**src/rtl/hazard_scoreboard_pkg.sv**
```systemverilog
// Shared types for the hazard scoreboard: register index, FSM state, destination descriptor.
package sb_pkg;

    typedef logic [4:0] reg_idx_t;

    typedef enum logic [1:0] {
        SB_IDLE = 2'd0,
        SB_BUSY = 2'd1,
        SB_FULL = 2'd2
    } sb_state_e;

    localparam int NUM_REGS = 32;

    typedef struct packed {
        reg_idx_t idx;
        logic     is_fp;
    } sb_dst_t;

endpackage

```
**src/rtl/sb_pending_vec.sv**
```systemverilog
// Per-register pending-bit array with one set port and one clear port; clear has priority.
module sb_pending_vec
    import sb_pkg::*;
#(
    parameter int WIDTH = 32
) (
    input  logic             clk,
    input  logic             reset,
    input  logic             set_en,
    input  reg_idx_t         set_idx,
    input  logic             clr_en,
    input  reg_idx_t         clr_idx,
    output logic [WIDTH-1:0] vec
);

    logic [WIDTH-1:0] vec_r;

    // Pending bits: set on issue, cleared on completion.
    always_ff @(posedge clk) begin
        if (reset) begin
            vec_r <= '0;
        end else begin
            for (int i = 0; i < WIDTH; i++) begin
                if (clr_en && (clr_idx == reg_idx_t'(i))) begin
                    vec_r[i] <= 1'b0;
                end else if (set_en && (set_idx == reg_idx_t'(i))) begin
                    vec_r[i] <= 1'b1;
                end else begin
                    vec_r[i] <= vec_r[i];
                end
            end
        end
    end

    assign vec = vec_r;

endmodule

```
**src/rtl/hazard_scoreboard.sv**
```systemverilog
// Tracks in-flight multi-cycle writes and load-use hazards, stalling ID when an operand is not forwardable.
// Define SCOREBOARD_FP_EN to enable the FP pending file, FP RAW/WAW, rs3 and FP load-use checks.
module hazard_scoreboard
    import sb_pkg::*;
#(
    parameter int MAX_OUTSTANDING = 2,
    parameter int NUM_REGS        = 32
) (
    input  logic                clk,
    input  logic                reset,
    input  logic                issue_valid_id,
    input  logic [4:0]          rs1_id,
    input  logic [4:0]          rs2_id,
    input  logic [4:0]          rs3_id,
    input  logic                rs1_fp_id,
    input  logic                rs2_fp_id,
    input  logic                rs3_used_id,
    input  logic [4:0]          rd_id,
    input  logic                rd_fp_id,
    input  logic                reg_write_id,
    input  logic                multicycle_id,
    input  logic                mem_read_exe,
    input  logic [4:0]          rd_exe,
    input  logic                rd_fp_exe,
    input  logic                mc_done,
    input  logic [4:0]          mc_rd,
    input  logic                mc_rd_fp,
    output logic                stall_id,
    output logic                mc_full,
    output logic [NUM_REGS-1:0] pending_int,
    output logic [NUM_REGS-1:0] pending_fp,
    output logic                sb_error
);

`ifdef SCOREBOARD_FP_EN
    localparam logic FP_EN = 1'b1;
`else
    localparam logic FP_EN = 1'b0;
`endif
    localparam logic [2:0] MAX_CNT = 3'(MAX_OUTSTANDING);

    logic [2:0]          count_r;
    logic [2:0]          count_next_s;
    sb_state_e           state_r;
    logic                sb_error_r;
    logic [NUM_REGS-1:0] pend_fp_s;
    sb_dst_t             done_dst_s;
    logic                raw_s, waw_s, lu_s, struct_s, stall_s;
    logic                mc_issue_s, set_int_s, set_fp_s;
    logic                done_pend_s, done_exempt_s, err_empty_s, err_nopend_s, done_ok_s;
    logic                clr_int_s, clr_fp_s;

    assign done_dst_s = '{idx: mc_rd, is_fp: mc_rd_fp};

    // Hazard detection from registered pending state plus current ID/EXE fields.
    always_comb begin
        raw_s = (rs1_fp_id ? pend_fp_s[rs1_id] : pending_int[rs1_id])
              | (rs2_fp_id ? pend_fp_s[rs2_id] : pending_int[rs2_id])
              | (FP_EN & rs3_used_id & pend_fp_s[rs3_id]);
        waw_s = reg_write_id & (rd_fp_id ? pend_fp_s[rd_id] : pending_int[rd_id]);
        lu_s  = (mem_read_exe & ~rd_fp_exe & (rd_exe != 5'd0)
                 & ((~rs1_fp_id & (rs1_id == rd_exe)) | (~rs2_fp_id & (rs2_id == rd_exe))))
              | (FP_EN & mem_read_exe & rd_fp_exe
                 & ((rs1_fp_id & (rs1_id == rd_exe)) | (rs2_fp_id & (rs2_id == rd_exe))
                    | (rs3_used_id & (rs3_id == rd_exe))));
        struct_s = multicycle_id & (count_r == MAX_CNT);
        stall_s  = ~reset & issue_valid_id & (raw_s | waw_s | lu_s | struct_s);
    end

    // Issue/completion qualification; x0 and disabled-FP completions are never pending, so not errors.
    always_comb begin
        mc_issue_s    = issue_valid_id & ~stall_s & multicycle_id;
        set_int_s     = mc_issue_s & reg_write_id & ~rd_fp_id & (rd_id != 5'd0);
        set_fp_s      = FP_EN & mc_issue_s & reg_write_id & rd_fp_id;
        done_pend_s   = done_dst_s.is_fp ? pend_fp_s[done_dst_s.idx] : pending_int[done_dst_s.idx];
        done_exempt_s = (~done_dst_s.is_fp & (done_dst_s.idx == 5'd0)) | (done_dst_s.is_fp & ~FP_EN);
        err_empty_s   = mc_done & (count_r == 3'd0);
        err_nopend_s  = mc_done & (count_r != 3'd0) & ~done_pend_s & ~done_exempt_s;
        done_ok_s     = mc_done & ~err_empty_s & ~err_nopend_s;
        clr_int_s     = done_ok_s & ~done_dst_s.is_fp;
        clr_fp_s      = FP_EN & done_ok_s & done_dst_s.is_fp;
        case ({mc_issue_s, done_ok_s})
            2'b10:   count_next_s = count_r + 3'd1;
            2'b01:   count_next_s = count_r - 3'd1;
            default: count_next_s = count_r;
        endcase
    end

    // Occupancy counter, FSM and sticky error flag.
    always_ff @(posedge clk) begin
        if (reset) begin
            count_r    <= 3'd0;
            state_r    <= SB_IDLE;
            sb_error_r <= 1'b0;
        end else begin
            count_r    <= count_next_s;
            sb_error_r <= sb_error_r | err_empty_s | err_nopend_s;
            case (state_r)
                SB_IDLE: begin
                    if (count_next_s == MAX_CNT)       state_r <= SB_FULL;
                    else if (count_next_s != 3'd0)     state_r <= SB_BUSY;
                    else                               state_r <= SB_IDLE;
                end
                SB_BUSY: begin
                    if (count_next_s == 3'd0)          state_r <= SB_IDLE;
                    else if (count_next_s == MAX_CNT)  state_r <= SB_FULL;
                    else                               state_r <= SB_BUSY;
                end
                SB_FULL: begin
                    if (count_next_s == 3'd0)          state_r <= SB_IDLE;
                    else if (count_next_s != MAX_CNT)  state_r <= SB_BUSY;
                    else                               state_r <= SB_FULL;
                end
                default: state_r <= SB_IDLE;
            endcase
        end
    end

    sb_pending_vec #(.WIDTH(NUM_REGS)) u_pend_int (
        .clk     (clk),
        .reset   (reset),
        .set_en  (set_int_s),
        .set_idx (rd_id),
        .clr_en  (clr_int_s),
        .clr_idx (done_dst_s.idx),
        .vec     (pending_int)
    );

`ifdef SCOREBOARD_FP_EN
    sb_pending_vec #(.WIDTH(NUM_REGS)) u_pend_fp (
        .clk     (clk),
        .reset   (reset),
        .set_en  (set_fp_s),
        .set_idx (rd_id),
        .clr_en  (clr_fp_s),
        .clr_idx (done_dst_s.idx),
        .vec     (pend_fp_s)
    );
`else
    assign pend_fp_s = {NUM_REGS{1'b0}} & {NUM_REGS{set_fp_s | clr_fp_s}};
`endif

    assign pending_fp = pend_fp_s;
    assign stall_id   = stall_s;
    assign mc_full    = ~reset & (state_r == SB_FULL);
    assign sb_error   = sb_error_r;

endmodule
```
**config.mk**
```make
export PLATFORM = sky130hd
export DESIGN_NAME = hazard_scoreboard
export DESIGN_NICKNAME = d
export VERILOG_FILES = /design/src/rtl/hazard_scoreboard_pkg.sv /design/src/rtl/sb_pending_vec.sv /design/src/rtl/hazard_scoreboard.sv
export SDC_FILE = /design/constraint.sdc
export NUM_CORES = 1
export LEC_CHECK = 0
export ABC_AREA = 1
export CAP_MARGIN = 10
export CORE_MARGIN = 5
export CORE_UTILIZATION = 30
export CTS_BUF_LIST = sky130_fd_sc_hd__clkbuf_16
export DETAILED_ROUTE_END_ITERATION = 12
export PLACE_DENSITY = 0.63
export SYNTH_ARGS = -nofsm -noshare
export SYNTH_HDL_FRONTEND = slang
export SYNTH_SLANG_ARGS = --single-unit
```
**constraint.sdc**
```tcl
create_clock -name clk -period 3.1 [get_ports clk]
set_input_delay 0.62 -clock clk [delete_from_list [all_inputs] [get_ports clk]]
set_output_delay 0.62 -clock clk [all_outputs]
set_load 0.05 [all_outputs]
```
==> metrics.txt <==
CTS clock-pin slew for the worst setup and hold paths=0.06 ns; fin nets=approximately 900; DRC violations left=0; initial antenna violation count=0; hold_ws=approximately 0.5 ns; synthesized area per cell=roughly 5.4 um2; vias=slightly below 5000; hpwl dp=about 11000 um; area grow syn2layout=46.95%; dpl cells=roughly 1000; Hold WC Path Type=flop to flop; WL/cell=14.88 um; Pleak=0.002488 uW; clk_skew=between 0.01 and 0.015 ns; Syn Inst Count=between 700 and 800; clock tree buffer depth=2; Max Fclk=about 330 MHz; post-synthesis cell type count=31; Slew HR=between 60% and 70%; ys flop type=dfxtp_1; largest net degree at the start of global routing=33; first-pass GRT wire length=between 20000 and 25000 um; Final Hold Fails=0; n_diodes=0; Skew-Pair Late Insertion Delay=between 0.2 and 0.3 ns; Seq/Total Area, Yosys=approximately a fifth; grt total ovfl=0; worst-path maximum fanout=3; clk sink count=38; CTS buffer count=5; final antenna-violating net count=0; via density per instance=4.929; Routability Congestion=about 0.91; GRT Overall Usage=19.55%; number of synthesized flops with an enable pin=0; most common cell after layout, fill and taps aside=nand2_1; Starting Density=about 30%; Final Cycle Share=between 90 and 100%; share of cells above drive strength 1=16.97%; CP startpoint kind=input port; vias in the first global route=around 4500; Sum Neg Setup Slack=0 ns; #FFs+latches synth=38; synth warn=0; Final Max Tran Viols=0; CP Data Required Time=2.48 ns; CP endpoint kind=output pin; drt pass-1 iters=5; IO Port Bufs=71; unrepaired setup endpoints after global routing=yes; top-level I/O count=110; peak supply drop=0.2695 mV; Root Buffer=clkbuf_16; worst-margin pin slew=0.5484 ns; Post-Layout Cell Count=1009; drt first-iter violations=383; CTS tree=done; critical path data arrival time=between 2 and 2.5 ns; crit path kind=input port to output pin; die area=around 15000 um2; most frequent cells in the layout=241 x nand2_1, 103 x nor2_1, 73 x nand3_1, 73 x buf_4, 51 x clkdlybuf4s50_1; final wirelength=15010 um; fraction of registers with async set/reset=0%; Die Span X=between 100 and 150 um; number of H-tree levels=2; post-layout min period=3.037 ns; num rows=41; Max-Cap Viols=0; Pwr per Cell Area=approximately 340 nW/um2; core box area=between 10000 and 15000 um2; status=completed; Setup Viol. Count Final=0; die height=roughly 120 um; Synth Cell Area=~3800 um2
## metal layers
layer | wire [um] | global-route usage, % | vias up
met2 | 6924 | 31.60 | 230
met5 | 0 | 0 | -
li1 | - | - | 2458
met1 | 6142 | 25.51 | 2249
met4 | 544 | 8.397 | 0
met3 | 1402 | 3.548 | 36
## worst paths after layout
path	start	end	slack, ns	cells after the start
worst max-delay path	rd_exe[1]	stall_id	0.06	13
worst min-delay path	sb_error	sb_error	0.49	2
worst max register to register	u_pend_int.vec[25]	state_r[0]	0.38	20
worst min register to register	sb_error	sb_error	0.49	2
## state kept, by name (all words and copies together), names as in the netlist
signal / flops
count_r: 3
state_r: 2
u_pend_int.vec: 32
sb_error: 1
## cell usage after synthesis (all sizes together), types with 2 or more instances
library cell / count / area, um2
o221ai: 4 / 35.03
o21ai: 9 / 45.04
nand4: 23 / 158.9
buf: 50 / 340.3
nand3: 75 / 375.4
nor4: 5 / 31.28
nand3b: 2 / 15.01
xor2: 4 / 35.03
nand2: 248 / 933.4
o22ai: 3 / 18.77
a21oi: 27 / 135.1
clkbuf: 11 / 41.29
clkinv: 4 / 15.01
a22oi: 9 / 67.56
dfxtp: 38 / 760.7
nor3: 15 / 75.07
nor2: 110 / 412.9
inv: 58 / 217.7
## cell type report
type,count,area [um2]
fill,1329,6913
multi-input combinational,572,2640
timing repair buffer,157,1501
sequential,38,760.7
inverter,62,246.5
tap,172,215.2
clock buffer,5,125.1
clock inverter,3,63.81
## kinds of logic after synthesis
logic type	synth area share, %
compound gates	8.543
simple gates	53.18
fa+ha+maj	0.8609
buf+inv	16.26
xor+xnor	0.9271
other cells	0.09924
flops	20.13
## timing repair
action                                  CTS  global route
pin swaps                                 9            18
setup buffers                             4             6
endpoints found under the setup margin    4             5
gates resized for setup                  31            50
gates cloned                              2             1
hold buffers                              0             0
## per-stage QoR
stage	instance area (um2)	utilization [%]	setup WS (ns)	total power [uW]
floorplan	3959	-	0.03555	950.6
global placement	5095	40.87	-0.4257	1158
detailed placement	5095	40.87	-0.4832	1159
CTS	5409	43.39	0.01379	1865
global route	5553	44.54	-0.02440	1984
finish	5553	44.54	0.06305	1892
## power breakdown
group          internal (uW)  switching [uW]  total, uW
Combinational            262             422        684
Clock                    459             214        673
Sequential               516            19.7        535
## critical path, stage by stage
cell,delay [ns]
clkdlybuf4s50_1,0.53
inv_1,0.07
o22ai_1,0.15
nor2_1,0.06
nand3_1,0.07
nand2_1,0.06
a21boi_0,0.15
nand4_1,0.19
nand2_2,0.13
buf_4,0.12
buf_12,0.08
inv_1,0.05
buf_12,0.14
Note: power is estimated with default switching activity, not from simulation.
